===== src/rtl/fir_axil_master.sv =====
// AXI-Lite initiator for the FIR configuration slave. It issues a single write,
// a single read, or a masked poll-until-match read, and answers each command with one response.
module fir_axil_master #(
    parameter int pADDR_WIDTH = 12,
    parameter int pDATA_WIDTH = 32,
    parameter int pTIMEOUT    = 64,
    parameter int pPOLL_GAP   = 4,
    parameter int pPOLL_MAX   = 255
) (
    input  logic                   axis_clk,
    input  logic                   axis_rst_n,
    input  logic                   cmd_valid,
    output logic                   cmd_ready,
    input  logic                   cmd_write,
    input  logic                   cmd_poll,
    input  logic [pADDR_WIDTH-1:0] cmd_addr,
    input  logic [pDATA_WIDTH-1:0] cmd_wdata,
    input  logic [pDATA_WIDTH-1:0] cmd_mask,
    output logic                   rsp_valid,
    input  logic                   rsp_ready,
    output logic [pDATA_WIDTH-1:0] rsp_rdata,
    output logic                   rsp_err,
    output logic                   awvalid,
    output logic [pADDR_WIDTH-1:0] awaddr,
    input  logic                   awready,
    output logic                   wvalid,
    output logic [pDATA_WIDTH-1:0] wdata,
    input  logic                   wready,
    output logic                   arvalid,
    output logic [pADDR_WIDTH-1:0] araddr,
    input  logic                   arready,
    output logic                   rready,
    input  logic                   rvalid,
    input  logic [pDATA_WIDTH-1:0] rdata
);
    localparam int TW = $clog2(pTIMEOUT) + 1;
    localparam int GW = $clog2(pPOLL_GAP) + 1;
    localparam logic [TW-1:0] T_LAST = TW'(pTIMEOUT - 1);
    localparam logic [GW-1:0] G_LAST = GW'(pPOLL_GAP - 1);
    localparam logic [8:0]    P_MAX  = 9'(pPOLL_MAX);

    typedef enum logic [2:0] {S_IDLE, S_WR, S_RD, S_GAP, S_RESP} state_t;

    state_t                 state, state_nxt;
    logic                   poll, poll_nxt;
    logic [pDATA_WIDTH-1:0] match, match_nxt;
    logic [pDATA_WIDTH-1:0] mask, mask_nxt;
    logic [TW-1:0]          tcnt, tcnt_nxt;
    logic [7:0]             pcnt, pcnt_nxt;
    logic [GW-1:0]          gcnt, gcnt_nxt;
    logic                   aw_done, aw_done_nxt;
    logic                   w_done, w_done_nxt;
    logic                   ar_done, ar_done_nxt;
    logic                   r_done, r_done_nxt;

    logic                   cmd_ready_nxt, rsp_valid_nxt, rsp_err_nxt;
    logic [pDATA_WIDTH-1:0] rsp_rdata_nxt, wdata_nxt;
    logic                   awvalid_nxt, wvalid_nxt, arvalid_nxt, rready_nxt;
    logic [pADDR_WIDTH-1:0] awaddr_nxt, araddr_nxt;

    logic                   aw_hs, w_hs, ar_hs, r_hs;
    logic [pDATA_WIDTH-1:0] rd_val;
    logic                   hit;

    assign aw_hs  = awvalid & awready;
    assign w_hs   = wvalid & wready;
    assign ar_hs  = arvalid & arready;
    assign r_hs   = rready & rvalid;
    // The read data may have been captured on an earlier cycle than the ar handshake.
    assign rd_val = r_hs ? rdata : rsp_rdata;
    assign hit    = ((rd_val ^ match) & mask) == '0;

    always_comb begin
        state_nxt     = state;
        poll_nxt      = poll;
        match_nxt     = match;
        mask_nxt      = mask;
        tcnt_nxt      = tcnt;
        pcnt_nxt      = pcnt;
        gcnt_nxt      = gcnt;
        aw_done_nxt   = aw_done;
        w_done_nxt    = w_done;
        ar_done_nxt   = ar_done;
        r_done_nxt    = r_done;
        cmd_ready_nxt = 1'b0;
        rsp_valid_nxt = rsp_valid;
        rsp_rdata_nxt = rsp_rdata;
        rsp_err_nxt   = rsp_err;
        awvalid_nxt   = awvalid;
        awaddr_nxt    = awaddr;
        wvalid_nxt    = wvalid;
        wdata_nxt     = wdata;
        arvalid_nxt   = arvalid;
        araddr_nxt    = araddr;
        rready_nxt    = rready;

        case (state)
            S_IDLE: begin
                cmd_ready_nxt = 1'b1;
                if (cmd_valid && cmd_ready) begin
                    cmd_ready_nxt = 1'b0;
                    poll_nxt      = cmd_poll & ~cmd_write;
                    match_nxt     = cmd_wdata;
                    mask_nxt      = cmd_mask;
                    tcnt_nxt      = '0;
                    pcnt_nxt      = '0;
                    aw_done_nxt   = 1'b0;
                    w_done_nxt    = 1'b0;
                    ar_done_nxt   = 1'b0;
                    r_done_nxt    = 1'b0;
                    rsp_rdata_nxt = '0;
                    rsp_err_nxt   = 1'b0;
                    if (cmd_write) begin
                        state_nxt   = S_WR;
                        awvalid_nxt = 1'b1;
                        wvalid_nxt  = 1'b1;
                        awaddr_nxt  = cmd_addr;
                        wdata_nxt   = cmd_wdata;
                    end else begin
                        state_nxt   = S_RD;
                        arvalid_nxt = 1'b1;
                        rready_nxt  = 1'b1;
                        araddr_nxt  = cmd_addr;
                    end
                end
            end

            S_WR: begin
                tcnt_nxt    = tcnt + 1'b1;
                aw_done_nxt = aw_done | aw_hs;
                w_done_nxt  = w_done | w_hs;
                if (aw_hs) awvalid_nxt = 1'b0;
                if (w_hs)  wvalid_nxt  = 1'b0;
                if ((aw_done || aw_hs) && (w_done || w_hs)) begin
                    state_nxt     = S_RESP;
                    rsp_valid_nxt = 1'b1;
                    rsp_rdata_nxt = '0;
                    rsp_err_nxt   = 1'b0;
                end else if (tcnt == T_LAST) begin
                    state_nxt     = S_RESP;
                    awvalid_nxt   = 1'b0;
                    wvalid_nxt    = 1'b0;
                    rsp_valid_nxt = 1'b1;
                    rsp_rdata_nxt = '0;
                    rsp_err_nxt   = 1'b1;
                end
            end

            S_RD: begin
                tcnt_nxt    = tcnt + 1'b1;
                ar_done_nxt = ar_done | ar_hs;
                r_done_nxt  = r_done | r_hs;
                if (ar_hs) arvalid_nxt = 1'b0;
                if (r_hs) begin
                    rready_nxt    = 1'b0;
                    rsp_rdata_nxt = rdata;
                end
                if ((ar_done || ar_hs) && (r_done || r_hs)) begin
                    arvalid_nxt   = 1'b0;
                    rready_nxt    = 1'b0;
                    rsp_rdata_nxt = rd_val;
                    if (!poll || hit) begin
                        state_nxt     = S_RESP;
                        rsp_valid_nxt = 1'b1;
                        rsp_err_nxt   = 1'b0;
                    end else if (({1'b0, pcnt} + 9'd1) == P_MAX) begin
                        state_nxt     = S_RESP;
                        rsp_valid_nxt = 1'b1;
                        rsp_err_nxt   = 1'b1;
                    end else begin
                        state_nxt = S_GAP;
                        pcnt_nxt  = pcnt + 8'd1;
                        gcnt_nxt  = '0;
                    end
                end else if (tcnt == T_LAST) begin
                    state_nxt     = S_RESP;
                    arvalid_nxt   = 1'b0;
                    rready_nxt    = 1'b0;
                    rsp_valid_nxt = 1'b1;
                    rsp_err_nxt   = 1'b1;
                end
            end

            S_GAP: begin
                if (gcnt == G_LAST) begin
                    state_nxt   = S_RD;
                    arvalid_nxt = 1'b1;
                    rready_nxt  = 1'b1;
                    tcnt_nxt    = '0;
                    ar_done_nxt = 1'b0;
                    r_done_nxt  = 1'b0;
                end else begin
                    gcnt_nxt = gcnt + 1'b1;
                end
            end

            S_RESP: begin
                if (rsp_ready) begin
                    state_nxt     = S_IDLE;
                    rsp_valid_nxt = 1'b0;
                    cmd_ready_nxt = 1'b1;
                end
            end

            default: begin
                state_nxt = S_IDLE;
            end
        endcase
    end

    always_ff @(posedge axis_clk or negedge axis_rst_n) begin
        if (!axis_rst_n) begin
            state     <= S_IDLE;
            poll      <= 1'b0;
            match     <= '0;
            mask      <= '0;
            tcnt      <= '0;
            pcnt      <= '0;
            gcnt      <= '0;
            aw_done   <= 1'b0;
            w_done    <= 1'b0;
            ar_done   <= 1'b0;
            r_done    <= 1'b0;
            cmd_ready <= 1'b0;
            rsp_valid <= 1'b0;
            rsp_rdata <= '0;
            rsp_err   <= 1'b0;
            awvalid   <= 1'b0;
            awaddr    <= '0;
            wvalid    <= 1'b0;
            wdata     <= '0;
            arvalid   <= 1'b0;
            araddr    <= '0;
            rready    <= 1'b0;
        end else begin
            state     <= state_nxt;
            poll      <= poll_nxt;
            match     <= match_nxt;
            mask      <= mask_nxt;
            tcnt      <= tcnt_nxt;
            pcnt      <= pcnt_nxt;
            gcnt      <= gcnt_nxt;
            aw_done   <= aw_done_nxt;
            w_done    <= w_done_nxt;
            ar_done   <= ar_done_nxt;
            r_done    <= r_done_nxt;
            cmd_ready <= cmd_ready_nxt;
            rsp_valid <= rsp_valid_nxt;
            rsp_rdata <= rsp_rdata_nxt;
            rsp_err   <= rsp_err_nxt;
            awvalid   <= awvalid_nxt;
            awaddr    <= awaddr_nxt;
            wvalid    <= wvalid_nxt;
            wdata     <= wdata_nxt;
            arvalid   <= arvalid_nxt;
            araddr    <= araddr_nxt;
            rready    <= rready_nxt;
        end
    end

endmodule


===== config.mk =====
export PLATFORM = sky130hd
export DESIGN_NAME = fir_axil_master
export DESIGN_NICKNAME = d
export VERILOG_FILES = /design/src/rtl/fir_axil_master.sv
export SDC_FILE = /design/constraint.sdc
export NUM_CORES = 1
export LEC_CHECK = 0
export ABC_AREA = 1
export CAP_MARGIN = 10
export CORE_UTILIZATION = 40
export CTS_CLUSTER_SIZE = 16
export DETAILED_ROUTE_END_ITERATION = 16
export HOLD_SLACK_MARGIN = 0.06
export PLACE_DENSITY = 0.69
export REMOVE_ABC_BUFFERS = 1
export SLEW_MARGIN = 20
export SYNTH_ARGS = -nofsm -noshare
export SYNTH_HDL_FRONTEND = slang
export SYNTH_SLANG_ARGS = --single-unit

===== constraint.sdc =====
create_clock -name axis_clk -period 2.5 [get_ports axis_clk]
set_input_delay 0.375 -clock axis_clk [delete_from_list [all_inputs] [get_ports axis_clk]]
set_output_delay 0.375 -clock axis_clk [all_outputs]
set_load 0.005 [all_outputs]

==> metrics.txt <==
# TYPE chip_impl_metric gauge
chip_impl_metric{name="maximum_clock_rate",unit="MHz"} 425
chip_impl_metric{name="fin_worst_hold_slack",unit="ps"} 435
chip_impl_metric{name="power.share.combinational",unit="%"} 41.5
chip_impl_metric{name="grt_overflow_total",unit=""} 0
chip_impl_metric{name="timing.slew.headroom",unit="%"} 56.5
chip_impl_info{name="setup.worst_path.start",value="rready"} 1
chip_impl_info{name="crit_path_start_kind",value="flop"} 1
chip_impl_metric{name="synth.ff_latch_count",unit=""} 185
chip_impl_info{name="clock_tree_from_tritoncts",value="done"} 1
chip_impl_metric{name="worst-r2r-setup-slack",unit="ps"} 150
chip_impl_metric{name="skew_pair_late_insertion_delay",unit="ps"} 440
chip_impl_info{name="status",value="finished, final reports clean"} 1
chip_impl_metric{name="floorplan.rows",unit=""} 54
chip_impl_metric{name="timing.clock.skew",unit="ps"} 6.86
chip_impl_metric{name="detail_route.first_pass.iterations",unit=""} 5
chip_impl_metric{name="yosys_warning_count",unit=""} 0
chip_impl_metric{name="synth.cell_area",unit="mm2"} 0.00892
chip_impl_metric{name="cts_max_level",unit=""} 4
chip_impl_metric{name="worst_setup_hold_path_clk_slew",unit="ps"} 70
chip_impl_metric{name="area_growth",unit="%"} 36.6
chip_impl_metric{name="final.min_clock_period",unit="ps"} 2350
chip_impl_metric{name="p_sw",unit="mW"} 5.04
chip_impl_metric{name="drv_cap",unit=""} 0
chip_impl_info{name="hp-class",value="in -> async"} 1
chip_impl_metric{name="critPathRequiredTime",unit="ps"} 2830
chip_impl_info{name="critical_path.reg2reg.startpoint",value="rready"} 1
chip_impl_metric{name="power.density_cell_area",unit="mW/mm2"} 1130
chip_impl_metric{name="dp_slack",unit="ps"} 56.9
chip_impl_metric{name="final_cell_area",unit="mm2"} 0.0122
chip_impl_info{name="critical_path.most_common_cell",value="nand2_1"} 1
chip_impl_metric{name="insertedDiodeCount",unit=""} 0
chip_impl_metric{name="swShare",unit="%"} 36.5
chip_impl_metric{name="nets",unit=""} 1472
chip_impl_metric{name="tritoncts.num_buffers",unit=""} 17
chip_impl_info{name="rsz0062_at_grt",value="no"} 1
chip_impl_metric{name="cts.path.max_buffers",unit=""} 2
chip_impl_metric{name="critPathMaxStageDelay",unit="ps"} 450
chip_impl_metric{name="antenna_found_initial",unit=""} 1
chip_impl_metric{name="share_seq_of_total_power",unit="%"} 36.2
chip_impl_info{name="ctsRootBufferMaster",value="clkbuf_16"} 1
chip_impl_metric{name="die_height",unit="um"} 151
chip_impl_metric{name="critical_path_cell_count",unit=""} 15
chip_impl_metric{name="wire_per_inst",unit="um"} 15.2
chip_impl_info{name="crit_type",value="reg -> reg"} 1
chip_impl_info{name="crit_end",value="pcnt[4]"} 1
chip_impl_info{name="cp_cell_sequence",value="nand2_2 > buf_8 > nand2_1 > nand2_1 > nand2_1 > nand3_1 > nand2_1 > nor2_1 > nand2_1 > nor2_1 > nand2_1 > nand4_2 > inv_1 > nand3_1 > nand2_1"} 1
chip_impl_metric{name="timing.final.hold_violations",unit=""} 0
chip_impl_metric{name="max-vdd-ir-drop",unit="V"} 0.000509
chip_impl_metric{name="final_setup_vio_count",unit=""} 0
chip_impl_metric{name="post-cts-setup-buffer-count",unit=""} 0
chip_impl_metric{name="chipWidth",unit="um"} 151
chip_impl_info{name="crit-reg2reg-capture",value="pcnt[4]"} 1
chip_impl_metric{name="route.detailed.vias_per_inst",unit=""} 4.95
chip_impl_metric{name="count_of_cell_types_in_the_netlist",unit=""} 35
chip_impl_metric{name="layout-drive-gt1-share",unit="%"} 6.39
chip_impl_info{name="timing.critical_path.to_type",value="flop"} 1
chip_impl_metric{name="p_leak",unit="nW"} 5.96
chip_impl_info{name="synth_top_cells_by_area",value="dfrtp_1 (52%), nand2_1 (16%), nand3_1 (8.1%)"} 1
chip_impl_metric{name="floorplan.initialDensity",unit="%"} 40.9
chip_impl_metric{name="synthCells",unit=""} 1139
chip_impl_metric{name="synth_top_area_share",unit="%"} 51.9
chip_impl_metric{name="dpl.hpwl",unit="um"} 17900
chip_impl_metric{name="post-route-worst-setup-slack",unit="ps"} 147
chip_impl_metric{name="clkSinkCount",unit=""} 185
chip_impl_metric{name="first_iter_violations",unit=""} 620
chip_impl_info{name="area_leader_netlist",value="dfrtp_1"} 1
chip_impl_metric{name="worst-path-max-fanout",unit=""} 23
chip_impl_info{name="cp_top_family",value="simple AND/OR/NAND/NOR gates"} 1
chip_impl_metric{name="clock_power_share",unit="%"} 22.3
chip_impl_metric{name="port_buffers",unit=""} 212
chip_impl_metric{name="finalCritPeriodShare",unit="%"} 94.1
chip_impl_info{name="worst_path_max_delay_cell",value="dfrtp_2"} 1
chip_impl_metric{name="first_pass_grt_wire_length",unit="um"} 40600
chip_impl_metric{name="cp.arrival",unit="ps"} 2680
chip_impl_metric{name="ant_nets",unit=""} 0
chip_impl_metric{name="first_global_vias",unit=""} 8029
chip_impl_metric{name="post_dp_cell_area",unit="mm2"} 0.0115
chip_impl_metric{name="floorplan.core_area",unit="mm2"} 0.0218
chip_impl_metric{name="detail_route.drc_violations",unit=""} 0
chip_impl_metric{name="finalMaxSlewViolations",unit=""} 0
chip_impl_metric{name="pin_count",unit=""} 213
chip_impl_metric{name="grt_use_total",unit="%"} 23.1
chip_impl_metric{name="detailed_route_via_count",unit=""} 8134
chip_impl_metric{name="floorplan.die_area",unit="mm2"} 0.0229
chip_impl_metric{name="postRouteWirelength",unit="um"} 25000
chip_impl_metric{name="worstPathBufferInverterCount",unit=""} 2
chip_impl_metric{name="cellInternalPower",unit="mW"} 8.78
chip_impl_metric{name="ys_seq_area_share",unit="%"} 51.9
chip_impl_metric{name="ff2ff_path_depth",unit=""} 15
chip_impl_metric{name="post_synth.cell_area_avg",unit="um2"} 7.83
chip_impl_metric{name="worstMarginPinSlew",unit="ps"} 651
chip_impl_metric{name="grt_start_max_net_pins",unit=""} 62
chip_impl_metric{name="final_estimated_routing_congestion_in_global_placement",unit=""} 0.846
[area by class of cell]
class / count / area [um2]
well taps: 280 / 350
repair buffers: 239 / 2430
inverters: 140 / 528
multi-input cells: 766 / 3570
clock inverters: 14 / 243
flip-flops and latches: 185 / 4630
fillers: 2018 / 9640
clock buffers: 18 / 429
[timing repair]
action / in CTS / in global routing
resized for setup: 0 / 5
setup endpoints to repair: 0 / 11
hold buffers: 1 / 0
hold endpoints to repair: 48 / 0
[Yosys cell counts, drive strengths merged]
| cell type | count |
|---|---|
| buf | 17 |
| o21bai | 2 |
| xnor2 | 1 |
| dfrtp | 185 |
| nor2 | 29 |
| a32o | 1 |
| clkbuf | 31 |
| o31ai | 1 |
| nand3 | 144 |
| ha | 5 |
| xor2 | 4 |
| a31o | 1 |
| inv | 139 |
| o211ai | 1 |
| nand2 | 384 |
| o21ai | 136 |
| a21oi | 3 |
| o22ai | 5 |
| a211oi | 3 |
| nand3b | 30 |
| or2 | 3 |
| clkinv | 1 |
| mux2 | 4 |
| nor3 | 4 |
| nand4 | 5 |
[cell usage in the layout (no fill, tap or decap), types with 2 or more instances in the layout]
cell / synthesis / layout
nand3b_1: 30 / 30
or2_2: 3 / 3
o22ai_1: 5 / 5
nand2_2: 3 / 3
buf_12: 0 / 8
inv_1: 132 / 131
a21oi_1: 3 / 3
nand2_1: 381 / 380
clkinvlp_4: 0 / 3
nor3_1: 2 / 2
bufinv_16: 0 / 6
nor2_4: 0 / 2
ha_1: 5 / 5
nand4_1: 4 / 4
clkbuf_16: 0 / 17
xor2_1: 4 / 4
buf_4: 1 / 17
mux2_2: 4 / 4
inv_6: 0 / 3
clkdlybuf4s50_1: 0 / 210
inv_2: 7 / 7
o21bai_1: 2 / 2
nand3_1: 144 / 144
o21ai_1: 10 / 10
nor3_2: 2 / 2
dfrtp_1: 185 / 184
nor2_1: 27 / 26
a211oi_1: 3 / 3
o21ai_0: 125 / 125
[metal layers]
layer | routed length [um] | global-route usage, %
met1 | 11200 | 30.0
met2 | 12000 | 38.1
met3 | 1300 | 4.58
met4 | 539 | 8.30
met5 | 0 | 0
[metrics by stage]
stage | total power, mW | cells | util [%] | TNS, ps
3_3_place_gp | 10.6 | 1609 | 52.6 | 0
3_5_place_dp | 10.7 | 1609 | 52.6 | 0
6_report | 13.8 | 1642 | 55.8 | 0
4_1_cts | 13.9 | 1642 | 55.8 | 0
2_1_floorplan | 7.78 | 1091 | - | -181220
5_1_grt | 14.8 | 1642 | 55.8 | 0
[power groups by stage]
stage / sequential [mW] / clock (mW) / combinational (mW)
3_5_place_dp: 5.01 / 0 / 5.72
6_report: 5.00 / 3.08 / 5.73
3_3_place_gp: 5.01 / 0 / 5.60
4_1_cts: 4.99 / 3.13 / 5.74
2_1_floorplan: 4.96 / 0 / 2.82
5_1_grt: 5.15 / 3.26 / 6.44
[worst min-delay path by stage]
stage	endpoint	slack, ps	cells after the start
after CTS	wdata[5]	460	2
final	wdata[5]	430	2
after floorplan	ar_done	80	0
after global routing	mask[18]	460	3
after global placement	wdata[5]	360	1
after detailed placement	wdata[5]	360	1
[cells by family after synthesis]
group | Yosys count | synth area share [%]
mux | 4 | 0.505
compound gates | 153 | 8.99
flops | 185 | 51.9
buf+inv | 188 | 8.31
simple gates | 599 | 29.1
xor+xnor | 5 | 0.491
fa+ha+maj | 5 | 0.701
[flip-flops by register name, indices dropped and copies added, names as in the netlist, 3 cells and up]
| signal | cells |
|---|---|
| tcnt | 7 |
| mask | 32 |
| gcnt | 3 |
| araddr | 12 |
| pcnt | 8 |
| match | 32 |
| wdata | 32 |
| state | 3 |
| awaddr | 12 |
| rsp_rdata | 32 |
Note: power is estimated with default switching activity, not from simulation.
